<file path="config.mk">
export PLATFORM = sky130hd
export DESIGN_NAME = record_fn_queue
export DESIGN_NICKNAME = d
export VERILOG_FILES = /design/src/rtl/record_fn_queue_pkg.sv /design/src/rtl/record_fn_queue_alu.sv /design/src/rtl/record_fn_queue.sv
export SDC_FILE = /design/constraint.sdc
export NUM_CORES = 1
export LEC_CHECK = 0
export BUFFER_PORTS_ARGS = -buffer_cell sky130_fd_sc_hd__clkbuf_2
export CAP_MARGIN = 30
export CORE_ASPECT_RATIO = 0.8
export CORE_MARGIN = 10
export CORE_UTILIZATION = 37
export CTS_CLUSTER_SIZE = 12
export DETAILED_ROUTE_END_ITERATION = 8
export HOLD_SLACK_MARGIN = 0.15
export PLACE_DENSITY = 0.59
export RECOVER_POWER = 25
export SYNTH_ARGS = -nofsm -noshare
export SYNTH_HDL_FRONTEND = slang
export SYNTH_SLANG_ARGS = --single-unit
</file>
<file path="constraint.sdc">
create_clock -name clk_i -period 4.8 [get_ports clk_i]
set_input_delay 0.96 -clock clk_i [delete_from_list [all_inputs] [get_ports clk_i]]
set_output_delay 0.96 -clock clk_i [all_outputs]
set_load 0.01 [all_outputs]
</file>
<file path="src/rtl/record_fn_queue_pkg.sv">
// Shared types for the record function queue: function modes, section states
// and the mode legality helper used by the top level.
package record_fn_queue_types;

  typedef enum logic [1:0] {
    FN_WRAP = 2'd0,
    FN_SAT  = 2'd1,
    FN_MAX  = 2'd2
  } fn_mode_t;

  typedef enum logic {
    run   = 1'b0,
    flush = 1'b1
  } record_fn_queue_SECTIONS;

  localparam int MODE_MIN = 0;
  localparam int MODE_MAX = 2;

  // Out-of-range MODE values fall back to the plain wrapping sum.
  function automatic fn_mode_t to_fn_mode(input int mode);
    if (mode < MODE_MIN || mode > MODE_MAX) return FN_WRAP;
    case (mode)
      1:       return FN_SAT;
      2:       return FN_MAX;
      default: return FN_WRAP;
    endcase
  endfunction

endpackage

</file>
<file path="src/rtl/record_fn_queue_alu.sv">
// Combinational per-record function: wrap sum, saturating sum or max(y, x>=0),
// with a flag telling whether a clamp was applied to this record.
module record_fn_alu
  import record_fn_queue_types::*;
#(
  parameter int       DATA_W = 32,
  parameter fn_mode_t MODE   = FN_WRAP
) (
  input  logic [DATA_W-1:0] x_i,
  input  logic [DATA_W-1:0] y_i,
  output logic [DATA_W-1:0] result_o,
  output logic              clamped_o
);

  // Two guard bits: y up to 2^W-1 plus x up to 2^(W-1)-1 overflows W+1 signed bits.
  logic [DATA_W+1:0] x_ext;
  logic [DATA_W+1:0] y_ext;
  logic [DATA_W+1:0] sum;
  logic [DATA_W-1:0] x_pos;

  assign x_ext = {{2{x_i[DATA_W-1]}}, x_i};
  assign y_ext = {2'b00, y_i};
  assign sum   = x_ext + y_ext;
  assign x_pos = x_i[DATA_W-1] ? '0 : x_i;

  always_comb begin
    result_o  = sum[DATA_W-1:0];
    clamped_o = 1'b0;
    case (MODE)
      FN_SAT: begin
        if (sum[DATA_W+1]) begin
          result_o  = '0;
          clamped_o = 1'b1;
        end else if (sum[DATA_W]) begin
          result_o  = '1;
          clamped_o = 1'b1;
        end
      end
      FN_MAX: begin
        result_o  = (y_i > x_pos) ? y_i : x_pos;
        clamped_o = x_i[DATA_W-1];
      end
      default: begin
        result_o  = sum[DATA_W-1:0];
        clamped_o = 1'b0;
      end
    endcase
  end

endmodule

</file>
<file path="src/rtl/record_fn_queue.sv">
// Record function block with a DEPTH-entry result FIFO between sync/notify
// input and output ports; flush clears buffered results but keeps a same-edge push.
module record_fn_queue
  import record_fn_queue_types::*;
#(
  parameter int DATA_W = 32,
  parameter int DEPTH  = 4,
  parameter int MODE   = 0
) (
  input  logic                    clk_i,
  input  logic                    rst_ni,
  input  logic [DATA_W-1:0]       b_in_x_i,
  input  logic [DATA_W-1:0]       b_in_y_i,
  input  logic                    b_in_sync_i,
  output logic                    b_in_notify_o,
  output logic [DATA_W-1:0]       b_out_o,
  input  logic                    b_out_sync_i,
  output logic                    b_out_notify_o,
  input  logic                    flush_i,
  output logic                    sat_event_o,
  output logic [$clog2(DEPTH):0]  level_o
);

  localparam int PW = $clog2(DEPTH);
  localparam int LW = PW + 1;
  localparam fn_mode_t FN_MODE = to_fn_mode(MODE);

  logic [DATA_W-1:0] mem_q [DEPTH];
  logic [DATA_W-1:0] mem_d [DEPTH];
  logic [PW-1:0]     wr_ptr_q, wr_ptr_d;
  logic [PW-1:0]     rd_ptr_q, rd_ptr_d;
  logic [LW-1:0]     level_q, level_d;
  logic              in_notify_q, out_notify_q;
  logic              sat_q;
  record_fn_queue_SECTIONS section_q, section_d;

  logic              push, pop;
  logic [DATA_W-1:0] alu_result;
  logic              alu_clamped;

  record_fn_alu #(
    .DATA_W (DATA_W),
    .MODE   (FN_MODE)
  ) u_alu (
    .x_i       (b_in_x_i),
    .y_i       (b_in_y_i),
    .result_o  (alu_result),
    .clamped_o (alu_clamped)
  );

  assign push = b_in_sync_i & in_notify_q;
  assign pop  = b_out_sync_i & out_notify_q;

  always_comb begin
    section_d = section_q;
    case (section_q)
      run:     if (flush_i) section_d = flush;
      flush:   section_d = run;
      default: section_d = run;
    endcase
  end

  always_comb begin
    mem_d    = mem_q;
    wr_ptr_d = wr_ptr_q;
    rd_ptr_d = rd_ptr_q;
    level_d  = level_q;
    if (flush_i) begin
      // Restart at slot 0; a same-edge pop just drops a result that is cleared anyway.
      rd_ptr_d = '0;
      wr_ptr_d = push ? PW'(1) : '0;
      level_d  = push ? LW'(1) : '0;
      if (push) mem_d[0] = alu_result;
    end else begin
      if (push) begin
        mem_d[wr_ptr_q] = alu_result;
        wr_ptr_d        = wr_ptr_q + PW'(1);
      end
      if (pop) rd_ptr_d = rd_ptr_q + PW'(1);
      level_d = level_q + LW'(push) - LW'(pop);
    end
  end

  always_ff @(posedge clk_i or negedge rst_ni) begin
    if (!rst_ni) begin
      for (int i = 0; i < DEPTH; i++) mem_q[i] <= '0;
      wr_ptr_q     <= '0;
      rd_ptr_q     <= '0;
      level_q      <= '0;
      in_notify_q  <= 1'b1;
      out_notify_q <= 1'b0;
      sat_q        <= 1'b0;
      section_q    <= run;
    end else begin
      mem_q        <= mem_d;
      wr_ptr_q     <= wr_ptr_d;
      rd_ptr_q     <= rd_ptr_d;
      level_q      <= level_d;
      in_notify_q  <= (level_d < LW'(DEPTH));
      out_notify_q <= (level_d != '0);
      sat_q        <= push & alu_clamped;
      section_q    <= section_d;
    end
  end

  assign b_in_notify_o  = in_notify_q;
  assign b_out_notify_o = out_notify_q;
  assign b_out_o        = mem_q[rd_ptr_q];
  assign sat_event_o    = sat_q;
  assign level_o        = level_q;

endmodule

</file>
# After elaboration in Yosys (flattened, before gate mapping)
# Cells that the tools add are included.
# totals
elab_cells	44
reg_bits	137
output_inout_bits	38
in_bits	69
# classes
n_lt_le_gt_ge	4
reduce_logical	5
add_sub_neg	5
bitwise_logic	5
mux	16
# ops
op	n
$mux W32	5
$bwmux W128	1
$mux W128	1
$bmux W32 S2	1
$demux W32 S2	1
$add A32 B32 Y32	1
$mux W2	4
$ge A3 B3 Y1 const B	2
$not A2 Y3	2
$add A2 B1 Y2 const B	2
$reduce_bool A2 Y1	2
$add A3 B1 Y3	1
$lt A3 B1 Y1 const B	1
$lt A3 B3 Y1 const B	1
$mux W3	1
$reduce_bool A3 Y1	1
$sub A3 B1 Y3	1
$and A1 B1 Y1	2
$mux W1	2
$reduce_and A2 Y1	1
$logic_and A1 B1 Y1	1
$not A1 Y1	1

# Longest topological paths before layout
# logic_depth
depth_word	8
mapped_depth	10
ltp_nobuf	10

# Hierarchy
# From an unflattened synthesis, not the netlist that was laid out.
# hier_totals
hier_cells	601
hier_area_um2	8254.2
# modules_own_cells
mod	cells_per_inst	seq_area_each_um2	area_each_um2	instances
record_fn_queue	358	3454.6	6498.7	1
record_fn_alu	243	0.0	1755.4	1

# Least setup slack after synthesis
# OpenSTA, ideal clock, no wires.
# synth_timing
path_type	input-to-reg
startpoint	input b_in_x_i[0]
endpoint	register mem_q[30] in the netlist's numbering
required_ns	4.672
path_buffers	0
setup_time_ns	0.128
arrival_time_ns	2.884
cell_stages	9
path_slack_ns	1.787
path_cell_list	ha_1 -> fa_1 -> a21o_1 -> a31oi_1 -> o21ai_0 -> a221oi_4 -> o31ai_2 -> xnor2_2 -> o21ai_1
# synth_between
elab_chain_cells	2
# synth_lines
item	line	source
from (decl)	record_fn_queue.sv:12	input logic [DATA_W-1:0] b_in_x_i,
$add A32 B32 Y32	record_fn_queue_alu.sv:23	assign sum = x_ext + y_ext;
$bwmux W128	record_fn_queue.sv:76	mem_d[wr_ptr_q] = alu_result;
to (signal assigned)	record_fn_queue.sv:95	mem_q <= mem_d;
to (decl)	record_fn_queue.sv:28	logic [DATA_W-1:0] mem_q [DEPTH];
# Every way passes these cells.
# A chain may end at the register's enable or synchronous reset.

# Worst setup path after layout
# layout_timing
startpoint	register rd_ptr_q[0]
endpoint	output b_out_o[20]
# layout_between
elab_chain_cells	4
# layout_lines
item	line	source
from (decl)	record_fn_queue.sv:31	logic [PW-1:0] rd_ptr_q, rd_ptr_d;
from (signal assigned)	record_fn_queue.sv:97	rd_ptr_q <= rd_ptr_d;
$not A2 Y3 (not written as such)	record_fn_queue.sv:108	assign b_out_o = mem_q[rd_ptr_q];
$bmux W32 S2	record_fn_queue.sv:108	
$mux W32 (not written as such) (2 in series)	record_fn_queue.sv:108	
to (decl)	record_fn_queue.sv:16	output logic [DATA_W-1:0] b_out_o,
# Every way passes these cells. The select of a mux whose other input is x is not followed.

==> impl_metrics.env <==
export IMPL_dr_total_vias=6061
export IMPL_violations="capacitance limit, slew limit"
export IMPL_cts_tree="done"
export IMPL_hold_end="mem_q[100]"
export IMPL_drive_gt1_share_pct=25.5
export IMPL_r2r_start="b_in_notify_o"
export IMPL_syn_nets=873
export IMPL_r2r_cells=7
export IMPL_avgSynthCellArea_um2=10.3
export IMPL_fill_cells=2054
export IMPL_setup_tns_ps=0
export IMPL_dieArea_um2=27600
export IMPL_critPathLaunchType="register"
export IMPL_setup_ws_ps=947
export IMPL_hold_path_depth=2
export IMPL_cts_buffers=17
export IMPL_synth_top_cell_by_area="dfrtp_1"
export IMPL_ctsHoldBuffers=0
export IMPL_preCtsSetupSlack_ps=1250
export IMPL_regToRegEndpoint="mem_q[40]"
export IMPL_ant_nets=0
export IMPL_finalSetupViolations=0
export IMPL_synth_warning_count=0
export IMPL_ys_seq_area_share_pct=43.5
export IMPL_async_flop_share_pct=100
export IMPL_end_kind="output pin"
export IMPL_worstHoldPathType="reg2reg"
export IMPL_initial_core_util_pct=37.9
export IMPL_r2r_slack_ps=2100
export IMPL_crit_required_ps=3840
export IMPL_syn2layout_area_growth_pct=16.5
export IMPL_worstSkewPairLatency_ps=420
export IMPL_cts_resized=0
export IMPL_fin_crit_sh_pct=80.3
export IMPL_rows=47
export IMPL_cts_htree_levels=4
export IMPL_drc_errors=0
export IMPL_rsz0062_at_grt="false"
export IMPL_synth_area_um2=7890
export IMPL_grt_max_degree=71
export IMPL_wl_mm=20.9
export IMPL_routed_via_density=5.34
export IMPL_hold_viol=0
export IMPL_outcome="complete, but fails checks"
export IMPL_wl_per_cell_um=18.4
export IMPL_synth_seq_cells=137
export IMPL_final_max_slew_violation_count=140
export IMPL_antenna_found_initial=1
export IMPL_portBuffers=105
export IMPL_max_freq_mhz=260
export IMPL_nets=959
export IMPL_syn_inst=765
export IMPL_critPathMaxStageDelay_ps=1180
export IMPL_finClkSkew_ps=11.6
export IMPL_cts_sinks=137
export IMPL_cts_clk_slew_worst_paths_ps=60
export IMPL_crit_arrival_ps=2890
export IMPL_critPathKind="reg2out"
export IMPL_tightest_slew_ps=1740
export IMPL_synth_cell_type_count=80
export IMPL_drtIter0Drc=420
export IMPL_first_global_vias=6210
export IMPL_die_width_um=183
export IMPL_core_um2=20800
export IMPL_relSlewSlack_pct=-16.0
export IMPL_cts_root_buf="clkbuf_16"
export IMPL_ir_drop_uv=295
export IMPL_clk_path_buf_depth=2
export IMPL_hpwl_mm=15.3
export IMPL_synthTopCellsByArea="dfrtp_1 43%, mux4_2 9.1%, nand2_1 6.7%"
export IMPL_p_per_area_nw_per_um2=542
export IMPL_crit_chain="buf_4, mux4_2, clkbuf_2"
export IMPL_cp_slowest_cell="dfrtp_1"
export IMPL_ios=107
export IMPL_leakagePower_nw=4.10
export IMPL_grt_pass1_wl_mm=34.3
export IMPL_cts_setup_buffers=0
export IMPL_synth_main_ff_cell="dfrtp_1"
export IMPL_synth_edf_count=0
export IMPL_hp_start="mem_q[100]"
export IMPL_synth_top_area_share_pct=43.1
export IMPL_grt_total_usage_pct=15.8
export IMPL_grt_overflow_total=0
export IMPL_dieHeight_um=151
export IMPL_gp_congestion=0.833
export IMPL_first_pass_iters=7
export IMPL_worstPathMaxFanout=19
export IMPL_period_needed_ps=3850
export IMPL_drv_cap=2
-- state kept, by name, summed over array words and instances, names as in the netlist --
name / flops
b_out_notify_o: 1
mem_q: 128
rd_ptr_q: 2
b_in_notify_o: 1
level_o: 3
wr_ptr_q: 2
-- layout make-up --
cell class / count / area, µm² / share of cell area (%)
well taps: 269 / 337 / 3.66
multi-input cells: 570 / 4210 / 45.8
repair buffers: 112 / 576 / 6.26
diodes: 1 / 2.50 / 0.0272
clock buffers: 24 / 472 / 5.13
inverters: 13 / 48.8 / 0.531
flip-flops and latches: 137 / 3430 / 37.3
clock inverters: 8 / 120 / 1.31
-- cell usage after synthesis, drive strengths merged, types with 2 or more instances --
cell type  instances
nand2            142
dfrtp            136
o21ai            125
ha                37
a21oi             34
mux4              32
clkbuf            27
nor2              24
mux2              17
buf               16
xnor2             16
nand3             14
xor2              14
inv               13
nor3              13
a21o              10
a211oi             8
o31ai              8
a31oi              7
and2               7
o21a               6
o21bai             5
a221oi             4
o41ai              4
nand2b             3
nor2b              3
nor4               3
a2111oi            2
a311oi             2
a41o               2
and3               2
fa                 2
nand4              2
nor3b              2
o2111ai            2
o211ai             2
or3                2
or4                2
-- routing by layer --
| metal | up-vias | global-route usage (%) | wire length, µm |
|---|---|---|---|
| li1 | 2943 | - | - |
| met1 | 2945 | 22.4 | 10600 |
| met2 | 158 | 23.0 | 8960 |
| met3 | 15 | 4.46 | 1130 |
| met4 | 0 | 4.17 | 209 |
| met5 | - | 0 | 0 |
-- kinds of logic (layout without fill, tap and decap cells) --
group | Yosys count | count (layout) | synth area share [%]
XOR/XNOR | 30 | 30 | 3.71
buffers and inverters | 58 | 157 | 3.44
flip-flops | 137 | 137 | 43.5
other | 1 | 2 | 0.0475
AND/OR/NAND/NOR | 224 | 224 | 12.7
multiplexers | 49 | 49 | 11.6
AO/OA/AOI/OAI | 227 | 227 | 18.7
adder cells (fa/ha/maj) | 39 | 39 | 6.37
-- metrics by stage --
step                total power (W)  instance area, µm²  utilization [%]  cells  hold WS [ps]
finish                      0.00498                9190             44.2   1134           475
detailed placement          0.00372                8620             41.4   1101           465
global route                0.00534                9190             44.1   1133           500
floorplan                   0.00307                7890                -    765           438
global placement            0.00367                8620             41.4   1101           457
CTS                         0.00504                9210             44.2   1133           477
-- cells in the final DEF (no fill, tap or decap), types with 3 or more instances in the layout --
master,synthesis,layout
inv_1,13,13
nor3_1,12,12
clkbuf_2,2,106
clkbuf_1,25,5
and2_1,5,4
nand2_1,141,138
buf_4,4,6
o21bai_1,4,4
nor4_1,3,3
nand3_1,12,12
a211oi_1,6,6
o31ai_1,5,5
xor2_1,13,13
nand2b_1,3,3
clkinv_2,0,3
clkbuf_16,0,17
a21oi_2,3,3
xnor2_1,13,13
nand2_2,1,4
mux2_2,13,13
a21o_1,10,10
o21ai_1,34,33
nor2_1,24,24
a31oi_1,5,5
o21a_1,6,6
bufinv_16,0,3
xnor2_2,3,3
mux4_2,32,32
dfrtp_1,136,136
a21oi_1,31,31
ha_1,37,37
nor2b_1,3,3
o41ai_1,4,4
o21ai_0,89,89
mux2_1,4,4
-- worst max path at each step --
stage	start	to	slack, ps
after floorplan	b_in_x_i[0]	mem_q[30]	1790
after global placement	b_in_y_i[0]	mem_q[112]	1300
after detailed placement	b_in_x_i[0]	mem_q[118]	1250
after CTS	rd_ptr_q[0]	b_out_o[20]	1290
after global routing	rst_ni	mem_q[36]	640
final	rd_ptr_q[0]	b_out_o[20]	950
-- critical path, delay by kind of cell (launching register included) --
kind / cells / cell delay [ps]
buf+inv: 2 / 660
flops: 1 / 1180
mux: 1 / 600
-- where the power goes --
| group | switching [W] | leakage, nW | internal (W) |
|---|---|---|---|
| registers | 0.000278 | 1.74 | 0.00164 |
| clock network | 0.000469 | 0.284 | 0.000841 |
| logic | 0.000949 | 2.08 | 0.000805 |
No activity file was read; power rests on OpenSTA's default activity.
